**config.mk**
```make
export PLATFORM = sky130hd
export DESIGN_NAME = cache_bus_arb
export DESIGN_NICKNAME = d
export VERILOG_FILES = /design/src/rtl/cache_bus_arb_pkg.sv /design/src/rtl/arb_beat_counter.sv /design/src/rtl/cache_bus_arb.sv
export SDC_FILE = /design/constraint.sdc
export NUM_CORES = 1
export LEC_CHECK = 0
export CELL_PAD_IN_SITES_DETAIL_PLACEMENT = 1
export CELL_PAD_IN_SITES_GLOBAL_PLACEMENT = 1
export CORE_MARGIN = 4
export CORE_UTILIZATION = 14
export CTS_BUF_LIST = sky130_fd_sc_hd__clkbuf_8
export DETAILED_ROUTE_END_ITERATION = 6
export PLACE_DENSITY_LB_ADDON = 0.1
export SLEW_MARGIN = 25
export SYNTH_ARGS = -nofsm -noshare
export SYNTH_HDL_FRONTEND = slang
export SYNTH_SLANG_ARGS = --single-unit
export TNS_END_PERCENT = 10
```
**constraint.sdc**
```tcl
create_clock -name clk -period 1.55 [get_ports clk]
set_clock_uncertainty 0.05 [all_clocks]
set_input_delay 0.2325 -clock clk [delete_from_list [all_inputs] [get_ports clk]]
set_output_delay 0.2325 -clock clk [all_outputs]
set_load 0.02 [all_outputs]
```
**src/rtl/cache_bus_arb_pkg.sv**
```systemverilog
// Shared types and bus request encodings for the I$/D$ burst bus arbiter.
package cache_bus_arb_pkg;

   typedef enum logic [1:0] {
      ARB_IDLE,
      ARB_GNT_I,
      ARB_GNT_D
   } arbstate_t;

   localparam logic [1:0] BUSRW_READ  = 2'b10;
   localparam logic [1:0] BUSRW_WRITE = 2'b01;

endpackage

```
**src/rtl/arb_beat_counter.sv**
```systemverilog
// Beat index within a burst; flags the final beat of the line.
module arb_beat_counter #(
   parameter int unsigned LOGBWPL = 3
) (
   input  logic               clk,
   input  logic               reset,
   input  logic               en,
   input  logic               clr,
   output logic [LOGBWPL-1:0] count,
   output logic               last
);

   logic [LOGBWPL-1:0] countQ;

   always_ff @(posedge clk or negedge reset) begin
      if (!reset) begin
         countQ <= '0;
      end else if (clr) begin
         countQ <= '0;
      end else if (en) begin
         countQ <= countQ + 1'b1;
      end
   end

   assign count = countQ;
   assign last  = &countQ;

endmodule

```
**src/rtl/cache_bus_arb.sv**
```systemverilog
// Arbitrates the shared burst bus between I$ and D$: registered D$-priority grant,
// I$ starvation guard, and a D$ writeback/fetch chain lock.
module cache_bus_arb
   import cache_bus_arb_pkg::*;
#(
   parameter int unsigned PA_BITS      = 56,
   parameter int unsigned LOGBWPL      = 3,
   parameter int unsigned STARVE_LIMIT = 4
) (
   input  logic               clk,
   input  logic               reset,
   input  logic [1:0]         ICacheBusRW,
   input  logic [PA_BITS-1:0] ICacheBusAdr,
   input  logic               ICacheAbort,
   input  logic [1:0]         DCacheBusRW,
   input  logic [PA_BITS-1:0] DCacheBusAdr,
   input  logic               DCacheAbort,
   input  logic               BusBeatDone,
   output logic [1:0]         BusRW,
   output logic [PA_BITS-1:0] BusAdr,
   output logic               GntD,
   output logic               ICacheBusAck,
   output logic               DCacheBusAck,
   output logic [LOGBWPL-1:0] IBeatCount,
   output logic [LOGBWPL-1:0] DBeatCount
);

   localparam int unsigned SW = $clog2(STARVE_LIMIT + 1);
   localparam logic [SW-1:0] StarveMax = SW'(STARVE_LIMIT);

   arbstate_t          stateQ, stateD;
   logic [SW-1:0]      starveQ, starveD;
   logic               chainQ, chainD;
   logic [LOGBWPL-1:0] beatCnt;
   logic               beatLast, beatEn, beatClr;
   logic               reqI, reqD;

   assign reqI = (|ICacheBusRW) & ~ICacheAbort;
   assign reqD = (|DCacheBusRW) & ~DCacheAbort;

   assign beatEn  = BusBeatDone && (stateQ != ARB_IDLE);
   assign beatClr = (stateQ == ARB_IDLE);

   arb_beat_counter #(
      .LOGBWPL(LOGBWPL)
   ) u_beatCounter (
      .clk  (clk),
      .reset(reset),
      .en   (beatEn),
      .clr  (beatClr),
      .count(beatCnt),
      .last (beatLast)
   );

   always_ff @(posedge clk or negedge reset) begin
      if (!reset) begin
         stateQ  <= ARB_IDLE;
         starveQ <= '0;
         chainQ  <= 1'b0;
      end else begin
         stateQ  <= stateD;
         starveQ <= starveD;
         chainQ  <= chainD;
      end
   end

   always_comb begin
      stateD       = stateQ;
      starveD      = starveQ;
      chainD       = chainQ;
      BusRW        = '0;
      BusAdr       = '0;
      GntD         = 1'b0;
      ICacheBusAck = 1'b0;
      DCacheBusAck = 1'b0;
      IBeatCount   = '0;
      DBeatCount   = '0;
      unique case (stateQ)
         ARB_IDLE: begin
            chainD = 1'b0;
            // Chained fetch after a writeback does not count against the I$.
            if (chainQ && reqD) begin
               stateD = ARB_GNT_D;
            end else if (reqI && (starveQ == StarveMax)) begin
               stateD  = ARB_GNT_I;
               starveD = '0;
            end else if (reqD) begin
               stateD = ARB_GNT_D;
               if (reqI) starveD = starveQ + 1'b1;
            end else if (reqI) begin
               stateD  = ARB_GNT_I;
               starveD = '0;
            end
         end
         ARB_GNT_I: begin
            BusRW      = ICacheBusRW;
            BusAdr     = ICacheBusAdr;
            IBeatCount = beatCnt;
            if (BusBeatDone && beatLast) begin
               ICacheBusAck = 1'b1;
               stateD       = ARB_IDLE;
            end else if (ICacheAbort && (beatCnt == '0) && !BusBeatDone) begin
               stateD = ARB_IDLE;
            end
         end
         ARB_GNT_D: begin
            BusRW      = DCacheBusRW;
            BusAdr     = DCacheBusAdr;
            GntD       = 1'b1;
            DBeatCount = beatCnt;
            if (BusBeatDone && beatLast) begin
               DCacheBusAck = 1'b1;
               stateD       = ARB_IDLE;
               chainD       = |(DCacheBusRW & BUSRW_WRITE);
            end else if (DCacheAbort && (beatCnt == '0) && !BusBeatDone) begin
               stateD = ARB_IDLE;
            end
         end
         default: stateD = ARB_IDLE;
      endcase
   end

   assert property (@(posedge clk) disable iff (!reset) ICacheBusRW != 2'b11);
   assert property (@(posedge clk) disable iff (!reset) DCacheBusRW != 2'b11);
   assert property (@(posedge clk) disable iff (!reset) (stateQ == ARB_IDLE) |-> !BusBeatDone);
   assert property (@(posedge clk) disable iff (!reset)
      ((stateQ == ARB_GNT_I) && ((beatCnt != '0) || BusBeatDone)) |-> (ICacheBusRW != 2'b00));
   assert property (@(posedge clk) disable iff (!reset)
      ((stateQ == ARB_GNT_D) && ((beatCnt != '0) || BusBeatDone)) |-> (DCacheBusRW != 2'b00));

endmodule

```
---- After elaboration in Yosys (flattened, before gate mapping) ----
Index checks and enable logic that the tools add are counted.
Widths: inputs -> output; s select.
word-level totals
  flip-flop bits (word level) ............. 9
  input bits .............................. 121
  output and inout bits ................... 67
  logic and storage cells ................. 64
operators by class
  add/subtract/negate cells ............... 2
  equal/unequal tests ..................... 7
  mux-type cells .......................... 25
  bitwise gates (word level) .............. 5
  reduce and logical (&&, ||, !) cells .... 21
operators with widths
  operator             count
  $pmux 56 s2          1
  $mux 3               8
  $mux 2               8
  $reduce_and 3->1     3
  $logic_and 1x1->1    8
  $reduce_bool 2->1    4
  $add 3x1->3 const B  2
  $ne 3x3->1 const B   2
  $pmux 2 s3           1
  $mux 1               5
  $ne 5x1->1 const B   1
  $pmux 2 s2           1
  $reduce_or 2->1      2
  $eq 3x3->1 const B   1
  $logic_not 3->1      1
  $not 1->1            3
  $and 1x1->1          2
  $eq 2x1->1 const B   1
  $eq 2x2->1 const B   1
  $logic_not 2->1      1
  $ne 2x2->1 const B   1
  $pmux 1 s2           1
  $reduce_and 2->1     1
  $logic_not 1->1      1

---- Logic depth before layout (Yosys ltp) ----
  word-level depth ........................ 7
  mapped depth ............................ 7
  mapped depth without buffers ............ 6

---- By module ----
From an unflattened synthesis, not the netlist that was laid out.
unflattened totals
  cell total of the unflattened synthesis .. 200
  area, all modules ....................... 1508.9 um^2
by module, submodules not included
  module            instances  cells each  area each (um^2)
  cache_bus_arb     1          189         1368.8
  arb_beat_counter  1          11          140.1

---- Worst setup path after synthesis ----
Ideal clock, no wire load.
  path kind ............................... flip-flop to output port
  start point ............................. register stateQ[0]
  end point ............................... output port BusRW[0]
  arrival ................................. 1.817 ns
  setup slack ............................. -0.549 ns
  cell stages (with the launch flop) ...... 7
  cells stage by stage .................... dfrtp_1 -> inv_1 -> ha_1 -> buf_2 -> clkbuf_1 -> nand2_1 -> a21boi_0
between the ends
  word-level cells in the longest chain between the ends .. 2
  elaborated cells between the ends (all ways) .. 3
RTL lines
  element                                   line                 text
  from (decl)                               cache_bus_arb.sv:31  arbstate_t stateQ, stateD;
  from (signal assigned)                    cache_bus_arb.sv:61  stateQ <= stateD;
  $eq 2x2->1 or $eq 2x1->1 (tied branches)  cache_bus_arb.sv:78  unique case (stateQ)
  $pmux 2 s2 (*)                            cache_bus_arb.sv:78
  to (decl)                                 cache_bus_arb.sv:19  output logic [1:0] BusRW,
Mark *: on every way between the ends. The rest lies on a longest branch, timed or not.

---- Final worst setup path ----
  start point ............................. register stateQ[1]
  end point ............................... output port BusAdr[46]
between the ends
  word-level cells in the longest chain between the ends .. 2
  elaborated cells between the ends (all ways) .. 3
RTL lines
  element                                   line                 text
  $eq 2x2->1 or $eq 2x1->1 (tied branches)  cache_bus_arb.sv:78
  $pmux 56 s2 (*)                           cache_bus_arb.sv:78
  to (decl)                                 cache_bus_arb.sv:20  output logic [PA_BITS-1:0] BusAdr,
Marked as above.

==> impl_metrics.toml <==
[layout]
final_util = 0.454
fin_area_um2 = 4700
areaGrowthSynthToFinish_pct = 213
fin_nets = 548
num_antenna_cells = 0
layout-drive-gt1-share = 0.536

[clocking]
worstSkewPairLatency_ns = 0.24
h-tree-depth = 1
clkSinkCount = 9
hold_buffers = 0
cts_buffers = 3
cts_buffer_depth = 2
clkTransAtPathRegs_ns = 0.05
cts_tree = "yes"
cts_root_buf = "clkbuf_8"

[grt]
grt_overflow_total = 0
track_usage = 0.131
grt_max_degree = 40
first_global_vias = 2338
antenna_found_initial = 0
grt_pass1_wl_um = 13500

[detailed_routing]
wl_um = 10300
drtIter0Drc = 92
viasPerCell = 4.38
drc = 0
ant_nets = 0
num_vias = 2426
drt_pre_antenna_iters = 4
wl_per_cell_um = 18.6

[floorplanning]
die_w_um = 112
design.die.area_um2 = 12400
core_area_um2 = 10400
start_util = 0.145
die_h_um = 112
num_rows = 37
ioPinCount = 188

[sta]
fin_crit_sh = 1.23
period_minus_slack_ns = 1.91
fmax_mhz = 524
hold_violations = 0
whs_ns = 0.261
setup_slack_ns = -0.357
finalSetupViolCount = 71
worst_slew_margin_rel = 0.700
worstMarginPinSlew_ns = 0.449
rsz0062_at_grt = "yes"
tns_ns = -21.57
maxSlewViolCount = 0

[synth]
synth_adder_area_share = 0.0667
synth.avg_cell_area_um2 = 7.43
postSynthCellCount = 202
synthFlopType = "dfrtp_1"
yosys.area_share.xor_xnor = 0.00583
synth_common_cells = "60 x nor2b_1, 57 x a22oi_1, 13 x clkbuf_1, 9 x dfrtp_1, 8 x ha_1"
synth_top_family_by_area = "compound AO/OA/AOI/OAI gates"
synth_cell_types = 28
syn_nets = 331
synthSimpleGateAreaFrac = 0.313
yosysMostFrequentCell = "nor2b_1"
synth_edf_count = 0
yosysTopAreaCell = "a22oi_1"
syn-cell-area_um2 = 1500
synth-seq-cells = 9
synth_compound_area_frac = 0.359
synth_warnings = 0
muxShareOfSynthArea = 0.0342
async_reset_ff_frac = 1.00
synth_area_leaders = "a22oi_1 28%, nor2b_1 25%, dfrtp_1 15%, ha_1 6.7%, clkbuf_1 3.2%"
yosysTopAreaCellShare = 0.285
seq_area_frac_synth = 0.150

[setup_path]
timing.rr.start = "stateQ[1]"
cp_top_family = "buffers and inverters"
cp-startpoint = "stateQ[1]"
end_kind = "primary output"
path_depth = 7
crit_chain = "buf_6, ha_4, clkbuf_16, buf_6, a22oi_2, nor2b_4, buf_6"
crit_required_ns = 1.27
worstSetupStartpointType = "flip-flop"
cp-endpoint = "BusAdr[46]"
r2r_setup_slack_ns = -0.28
crit_slowest_cell = "dfrtp_1"
cp.arrival_ns = 1.62
path_buf_inv = 4
crit_path_max_fanout = 7
crit_top_cell = "buf_6"
timing.rr.end = "stateQ[1]"
rr_worst_depth = 8
path_class = "flip-flop to primary output"
max_stage_delay_ns = 0.39

[pwr]
irDropWorstVdd_mv = 0.733
p_sw_mw = 3.14
p_per_area_nw_per_um2 = 1590
seq_power_share = 0.046
intPower_mw = 4.36
power.leakage_nw = 1.87
comb_power_share = 0.917
clock_power_share = 0.037
swShare = 0.418

[outcome]
violations = "setup timing"
status = "finished with violations"

[worst_hold_path]
min_path_type = "primary input to async pin"

[flow_run]
cap_violations = 0

[place]
place_area_um2 = 4010
dp_hpwl_um = 7210
globalplace.congestion = 0.757
port_buffers = 187
how the worst min path moves through the flow:
| stage | endpoint | startpoint | slack (ns) |
|---|---|---|---|
| 3_3_place_gp | starveQ[2] | starveQ[2] | 0.47 |
| 4_1_cts | starveQ[1] | reset | 0.28 |
| 3_5_place_dp | starveQ[2] | starveQ[2] | 0.49 |
| 5_1_grt | starveQ[0] | reset | 0.28 |
| 2_1_floorplan | chainQ | reset | -0.11 |
| 6_report | starveQ[1] | reset | 0.26 |
per-stage QoR:
| step | cells | setup slack, ns | total power, mW |
|---|---|---|---|
| 2_1_floorplan | 202 | -0.0212 | 3.54 |
| 4_1_cts | 536 | -0.498 | 5.71 |
| 6_report | 554 | -0.357 | 7.50 |
| 5_1_grt | 554 | -0.427 | 7.97 |
| 3_3_place_gp | 532 | -0.546 | 5.54 |
| 3_5_place_dp | 532 | -0.551 | 5.56 |
power by group through the flow:
| stage | clock [mW] | sequential (mW) | combinational (mW) |
|---|---|---|---|
| 2_1_floorplan | 0 | 0.356 | 3.19 |
| 3_3_place_gp | 0 | 0.345 | 5.20 |
| 3_5_place_dp | 0 | 0.347 | 5.21 |
| 4_1_cts | 0.290 | 0.343 | 5.08 |
| 5_1_grt | 0.308 | 0.355 | 7.31 |
| 6_report | 0.276 | 0.344 | 6.88 |
what timing repair did:
item,in CTS,in global routing
pin swaps,1,8
endpoints found under the setup margin,70,72
setup buffers,0,9
cloned,0,9
gates resized for setup,221,245
final cells by class:
cell class                      count  area (µm²)
Clock inverter                      1        5.00
Clock buffer                        3        41.3
Sequential cell                     9         225
Timing Repair Buffer              233        2540
Multi-Input combinational cell    165        1700
Tap cell                          136         170
Fill cell                        1154        5670
Inverter                            7        26.3
kinds of logic after synthesis:
| group | after synthesis |
|---|---|
| simple gates | 79 |
| buf+inv | 28 |
| fa+ha+maj | 8 |
| flops | 9 |
| xor+xnor | 1 |
| compound gates | 72 |
| mux | 5 |
layer usage:
metal / track usage / up-vias / wire (µm)
li1: - / 1168 / -
met1: 0.154 / 1134 / 3940
met2: 0.246 / 116 / 5510
met3: 0.0326 / 8 / 724
met4: 0.0146 / 0 / 114
met5: 0 / - / 0
sequential cells by signal, indices dropped and copies added, names as in the netlist:
name,flops
chainQ,1
stateQ,2
u_beatCounter.count,3
starveQ,3
cells in the final DEF, fill, tap and decap left out, drive strengths merged, types with 2 or more instances in the layout:
cell type | netlist | final
a22o | 2 | 2
a22oi | 57 | 57
and2 | 6 | 6
and3 | 2 | 2
buf | 8 | 105
clkbuf | 13 | 10
clkdlybuf4s50 | 0 | 120
dfrtp | 9 | 9
ha | 8 | 8
inv | 7 | 7
mux2i | 4 | 4
nand2 | 6 | 6
nor2 | 4 | 4
nor2b | 60 | 60
o21ai | 3 | 3
o21bai | 2 | 2
Note: power is estimated with default switching activity, not from simulation.
